File: src/rtl/mem_bus_ctrl.sv
// mem_bus_ctrl: single-transaction CPU-to-memory bus controller with timeout.
// Ports:
//   clk, rst (async active-low)         clock and reset
//   R, W, addr, wdata                   CPU request levels, address and write data
//   Wait, Done, rdata, err              CPU-side status, read data and error pulse
//   mem_req, mem_we, mem_addr,
//   mem_wdata, mem_ack, mem_rdata       memory-side handshake and data
module mem_bus_ctrl #(
    parameter int AW      = 32,
    parameter int DW      = 32,
    parameter int TIMEOUT = 16
) (
    input  logic          clk,
    input  logic          rst,
    input  logic          R,
    input  logic          W,
    input  logic [AW-1:0] addr,
    input  logic [DW-1:0] wdata,
    output logic          Wait,
    output logic          Done,
    output logic [DW-1:0] rdata,
    output logic          err,
    output logic          mem_req,
    output logic          mem_we,
    output logic [AW-1:0] mem_addr,
    output logic [DW-1:0] mem_wdata,
    input  logic          mem_ack,
    input  logic [DW-1:0] mem_rdata
);
    typedef enum logic [1:0] {IDLE, BUSY, DONE} state_t;

    localparam logic [7:0] LAST = 8'(TIMEOUT - 1);

    state_t     state, state_nxt;
    logic [7:0] cnt;
    logic       err_q;
    logic       start, timed_out;

    assign start     = (state == IDLE) && (R ^ W);
    // an ack on the final count wins over the timeout
    assign timed_out = (state == BUSY) && !mem_ack && (cnt == LAST);

    always_ff @(posedge clk or negedge rst) begin
        if (!rst) state <= IDLE;
        else      state <= state_nxt;
    end

    always_comb begin
        state_nxt = state;
        Wait      = 1'b0;
        Done      = 1'b0;
        mem_req   = 1'b0;
        err       = err_q;
        case (state)
            IDLE: state_nxt = start ? BUSY : IDLE;
            BUSY: begin
                Wait      = 1'b1;
                mem_req   = 1'b1;
                state_nxt = (mem_ack || cnt == LAST) ? DONE : BUSY;
            end
            default: begin
                Done      = 1'b1;
                state_nxt = IDLE;
            end
        endcase
    end

    always_ff @(posedge clk or negedge rst) begin
        if (!rst) begin
            cnt       <= '0;
            err_q     <= 1'b0;
            mem_we    <= 1'b0;
            mem_addr  <= '0;
            mem_wdata <= '0;
            rdata     <= '0;
        end else begin
            // illegal request flags the following IDLE cycle; timeout flags the DONE cycle
            err_q <= ((state == IDLE) && R && W) || timed_out;
            if (start) begin
                mem_addr  <= addr;
                mem_wdata <= wdata;
                mem_we    <= W;
                cnt       <= '0;
            end else if (state == BUSY && !mem_ack) begin
                cnt <= cnt + 8'd1;
            end
            if (state == BUSY && mem_ack && !mem_we) rdata <= mem_rdata;
        end
    end
endmodule

File: config.mk
export PLATFORM = sky130hd
export DESIGN_NAME = mem_bus_ctrl
export DESIGN_NICKNAME = d
export VERILOG_FILES = /design/src/rtl/mem_bus_ctrl.sv
export SDC_FILE = /design/constraint.sdc
export NUM_CORES = 1
export LEC_CHECK = 0
export CAP_MARGIN = 20
export CORE_ASPECT_RATIO = 0.75
export CORE_MARGIN = 2
export CORE_UTILIZATION = 37
export CTS_CLUSTER_SIZE = 14
export DETAILED_ROUTE_END_ITERATION = 8
export PLACE_DENSITY = 0.77
export SKIP_LAST_GASP = 1
export SYNTH_ARGS = -nofsm -noshare
export SYNTH_HDL_FRONTEND = slang
export SYNTH_SLANG_ARGS = --single-unit
File: constraint.sdc
create_clock -name clk -period 1.6 [get_ports clk]
set_clock_uncertainty 0.15 [all_clocks]
set_input_delay 0.24 -clock clk [delete_from_list [all_inputs] [get_ports clk]]
set_output_delay 0.24 -clock clk [all_outputs]
set_load 0.005 [all_outputs]
# --- Word-level counts from Yosys, hierarchy flattened ---
# Cells that the tools add are included.
op_classes:
  muxes: 7
  addsub: 1
  eq_ne: 2
  n_reduce_logical: 14
  n_bitwise: 1
ops:
  columns: ["op", "count"]
  rows:
  - ["8-bit 2-to-1 mux", 2]
  - ["8-bit by 1-bit adder with 8-bit output, second input constant", 1]
  - ["8-bit by 4-bit equality test with 1-bit output, second input constant", 1]
  - ["1-bit logical AND", 7]
  - ["2-bit case mux with 2 select lines", 1]
  - ["1-bit 2-to-1 mux", 3]
  - ["2-bit by 1-bit equality test with 1-bit output, second input constant", 1]
  - ["1-bit zero test", 2]
  - ["2-bit zero test", 1]
  - ["1-bit logical OR", 2]
  - ["2-bit 2-to-1 mux", 1]
  - ["2-bit nonzero test", 1]
  - ["2-bit OR reduction", 1]
  - ["1-bit XOR", 1]
word_totals:
  reg_bits: 108
  input_bits: 101
  wordCells: 32
  out_inout_bits: 101

# --- Longest topological paths before layout ---
# Gate-level depths: netlist of run 1.
logic_depth:
  ltp_word: 4
  mapped_depth: 5
  ltp_nobuf: 4

# --- Worst setup path before layout of run 1 ---
# OpenSTA, ideal clock, no wires.
synth_timing:
  path_type: "register -> register"
  from: "register state[1]"
  to: "register mem_wdata[0]"
  path_slack_ns: -0.131
  synth_period_minus_slack_ns: 1.731
  arrival_ns: 1.456
  path_buffers: 1
  setup_ns: 0.125
  t_required_ns: 1.325
  path_stages_with_launch: 5
  cell_sequence: "dfrtp_1 -> or2_2 -> nor2_4 -> buf_2 -> mux2_2"
synth_between:
  elab_chain_len: 2
synth_lines:
  columns: ["item", "line_no", "text"]
  rows:
  - ["from (decl)", "34", "state_t state, state_nxt;"]
  - ["from (signal assigned)", "45", "else state <= state_nxt;"]
  - ["2-bit zero test", "39", "assign start = (state == IDLE) && (R ^ W);"]
  - ["1-bit logical AND", "39", null]
  - ["to (signal assigned)", "81", "mem_wdata <= wdata;"]
  - ["to (decl)", "26", "output logic [DW-1:0] mem_wdata,"]
# No other way between the ends.
# A chain may end at the register's enable or synchronous reset.

# --- Worst setup path after layout of run 1 ---
layout_timing:
  from: "register state[0]"
  to: "register mem_wdata[11]"
# Same word-level chain as after synthesis.

==> impl_metrics.json, run 1 <==
{
  "status": "finished with violations",
  "failed_checks": "setup timing",
  "grt_pass1_wl_mm": 16.7,
  "fin_crit_ps": 1850,
  "powerDensity_nw_per_um2": 1710,
  "cts_buffer_depth": 2,
  "p_leak_nw": 3.63,
  "place.port_buffers": 201,
  "endpoint": "mem_wdata[11]",
  "clk_pin_slew_ps": 70,
  "r2r-end": "mem_wdata[11]",
  "fmax_ghz": 0.541,
  "crit_path_start": "state[0]",
  "yosys_warnings": 0,
  "critPathMaxStageDelay_ps": 400,
  "combPwrFrac": 0.464,
  "dp_hpwl_mm": 7.35,
  "r2r_setup_slack_ps": -250,
  "cts_tree": "done",
  "antenna_cells": 0,
  "start_util": 0.380,
  "gp_routability_congestion": 0.729,
  "post_drt_wl_per_cell_um": 17.9,
  "clock-root-buffer": "clkbuf_16",
  "netSwitchingFraction": 0.279,
  "netlist_area_um2": 4160,
  "slew-limit-headroom": 0.788,
  "row_count": 33,
  "crit_fanout": 5,
  "crit_path_end_kind": "flip-flop",
  "hold_violations": 0,
  "finalCritPeriodShare": 1.16,
  "ys_seq_elements": 108,
  "syn-instance-count": 264,
  "track_usage": 0.177,
  "wirelength_mm": 11.7,
  "overflow": 0,
  "rr_startpoint": "state[0]",
  "num_vias": 3175,
  "setup_viol": 107,
  "drive_gt1_frac": 0.332,
  "grt_max_degree": 56,
  "drt_iter0_drc": 74,
  "place_area_um2": 6450,
  "rsz0062_at_grt": "true",
  "cpMaxStageDelayCell": "dfrtp_1",
  "final_util": 0.675,
  "h-tree-depth": 3,
  "ant_nets": 0,
  "die_h_um": 95.9,
  "required_ps": 1670,
  "grt_pass1_vias": 3316,
  "syn_area_per_cell_um2": 15.8,
  "drv_cap": 0,
  "area_growth_pct": 77.3,
  "worstPathArrival_ps": 1920,
  "p_int_mw": 9.10,
  "cpMostUsedCell": "buf_6",
  "floorplan.die_area_um2": 12100,
  "synth.net_count": 366,
  "vias_per_cell": 4.85,
  "die_x_um": 126,
  "fin_nets": 612,
  "pwr-share-clk": 0.165,
  "drc": 0,
  "p_sw_mw": 3.51,
  "cts_made_buffers": 9,
  "peakVddDrop_mv": 1.09,
  "clock_sinks": 108,
  "worstPathCellList": "buf_6, or2_4, nor2_4, buf_6, buf_12, mux2_2",
  "tightest_slew_ps": 315,
  "yosysSeqAreaShare": 0.649,
  "hold_path.class": "in -> async",
  "ff2ff_path_depth": 6,
  "antenna_found_initial": 0,
  "clk_latency_ps": 330,
  "seqPwrFrac": 0.371,
  "first_pass_iters": 4,
  "worst_slack_ps": -250,
  "coreArea_um2": 10900,
  "drv_slew": 0,
  "final_cell_area_um2": 7380,
  "pin_count": 202,
  "synthDistinctLibCells": 29,
  "crit_type": "reg -> reg",
  "startpoint_type": "flip-flop"
}
## placed cells by master (no fill, tap or decap), types with 2 or more instances in the layout
master / count
buf_12: 7
clkinv_4: 2
a21oi_1: 3
clkbuf_1: 2
inv_1: 2
nand3_1: 3
a21oi_2: 3
buf_8: 2
o31ai_1: 2
nand2_1: 2
o21ai_0: 3
buf_4: 23
dlygate4sd2_1: 54
clkbuf_16: 13
clkdlybuf4s50_1: 100
dfrtp_1: 108
mux2_4: 33
or4_1: 2
buf_6: 10
nor2_1: 4
mux2_2: 61
dlymetal6s2s_1: 44
buf_16: 3
or4_4: 2
mux2_1: 3
or3_1: 2
## worst min path at each step
stage	from	to	slack [ps]	cells after the start
2_1_floorplan	rst	cnt[0]	-210	0
3_3_place_gp	rst	mem_addr[27]	120	2
3_5_place_dp	rst	mem_wdata[25]	130	2
4_1_cts	rst	mem_addr[27]	320	3
5_1_grt	rst	mem_wdata[29]	310	3
6_report	rst	mem_wdata[29]	300	3
## cell families after synthesis
| family | Yosys count | share of synthesized area |
|---|---|---|
| and+or+nand+nor | 24 | 0.0361 |
| muxes | 98 | 0.265 |
| AOI/OAI and AO/OA | 15 | 0.0219 |
| xor gates and xnor gates | 2 | 0.00421 |
| buffers and inverters | 16 | 0.0207 |
| adders and majority gates | 1 | 0.00301 |
| DFF | 108 | 0.649 |
## synth_stat cells
cell        n  area (um^2)
buf_4       4         30.0
inv_1       2         7.51
ha_1        1         12.5
clkbuf_1    1         3.75
nand2_1     2         7.51
nand3_1     3         15.0
mux2_1      6         67.6
mux2_2     91         1020
nand4_1     1         6.26
xor2_1      1         8.76
o21a_1      1         7.51
xnor2_1     1         8.76
dfrtp_1   108         2700
a21oi_1     6         30.0
or3_1       3         18.8
and3b_1     1         8.76
or2_2       2         12.5
o41a_1      1         11.3
or3b_4      1         11.3
nor2b_1     1         6.26
or4_1       4         30.0
nor2_1      4         15.0
nor2_4      1         11.3
nand3b_1    1         7.51
clkbuf_2    1         5.00
o21ai_0     4         20.0
o31ai_1     3         22.5
mux2i_1     1         10.0
buf_2       8         40.0
## worst max-delay path, delay by kind of cell, from the launching register on
kind	cells	cell delay [ps]
and+or+nand+nor	2	410
buffers and inverters	3	430
DFF	1	400
muxes	1	340
## layout make-up
cell class	count	area, um^2
Tap cell	140	175
Multi-Input combinational cell	140	1540
Clock inverter	4	33.8
Inverter	2	7.51
Fill cell	771	3560
Timing Repair Buffer	249	2680
Sequential cell	108	2700
Clock buffer	12	246
## timing repair
| item | in CTS | in global routing |
|---|---|---|
| setup endpoints to repair | 156 | 152 |
| hold endpoints to repair | 108 | 0 |
| setup buffers | 13 | 11 |
| hold buffers | 1 | 0 |
| pin swaps | 7 | 7 |
| gates cloned | 4 | 7 |
| resized for setup | 74 | 91 |
## per-layer routing
layer | track usage | vias up | wire, um
met1 | 0.215 | 1575 | 4930
li1 | - | 1437 | -
met4 | 0.0467 | 0 | 97
met2 | 0.286 | 152 | 5480
met5 | 0 | - | 0
met3 | 0.0867 | 11 | 1240
## through the flow
stage / total power, mW / worst slack, ps / hold slack [ps] / cells / setup TNS, ps
finish: 12.6 / -250 / 299 / 655 / -20750
global route: 13.4 / -298 / 315 / 655 / -26140
CTS: 12.1 / -232 / 316 / 639 / -18800
detailed placement: 10.1 / -420 / 132 / 605 / -34650
global placement: 9.91 / -387 / 117 / 605 / -33070
floorplan: 6.74 / -48.6 / -206 / 264 / -4100
## registers in the layout, summed over array words and instances, names as in the netlist
name	flops
mem_addr	32
mem_wdata	32
rdata	32
cnt	8
state	2
err	1
mem_we	1
## power groups by stage
stage | combinational, mW | sequential, mW | clock, mW
3_5_place_dp | 5.32 | 4.76 | 0
3_3_place_gp | 5.23 | 4.68 | 0
2_1_floorplan | 1.92 | 4.81 | 0
4_1_cts | 5.30 | 4.68 | 2.15
6_report | 5.86 | 4.68 | 2.08
5_1_grt | 6.29 | 4.86 | 2.28
Power figures use the tool's default switching activity.
==> inputs of run 2 (changes only) <==
--- a/config.mk
+++ b/config.mk
@@ -13,6 +13,7 @@
 export DETAILED_ROUTE_END_ITERATION = 8
 export PLACE_DENSITY = 0.77
 export SKIP_LAST_GASP = 1
+export SLEW_MARGIN = 15
 export SYNTH_ARGS = -nofsm -noshare
 export SYNTH_HDL_FRONTEND = slang
 export SYNTH_SLANG_ARGS = --single-unit
==> results of run 2 <==
Final layout, timing and power as in run 1 (identical DEF).
==> inputs of run 3 (changes only) <==
--- a/config.mk
+++ b/config.mk
@@ -5,6 +5,7 @@
 export SDC_FILE = /design/constraint.sdc
 export NUM_CORES = 1
 export LEC_CHECK = 0
+export ABC_CLOCK_PERIOD_IN_PS = 1600
 export CAP_MARGIN = 20
 export CORE_ASPECT_RATIO = 0.75
 export CORE_MARGIN = 2
==> results of run 3 <==
Final layout, timing and power as in run 1 (identical DEF).
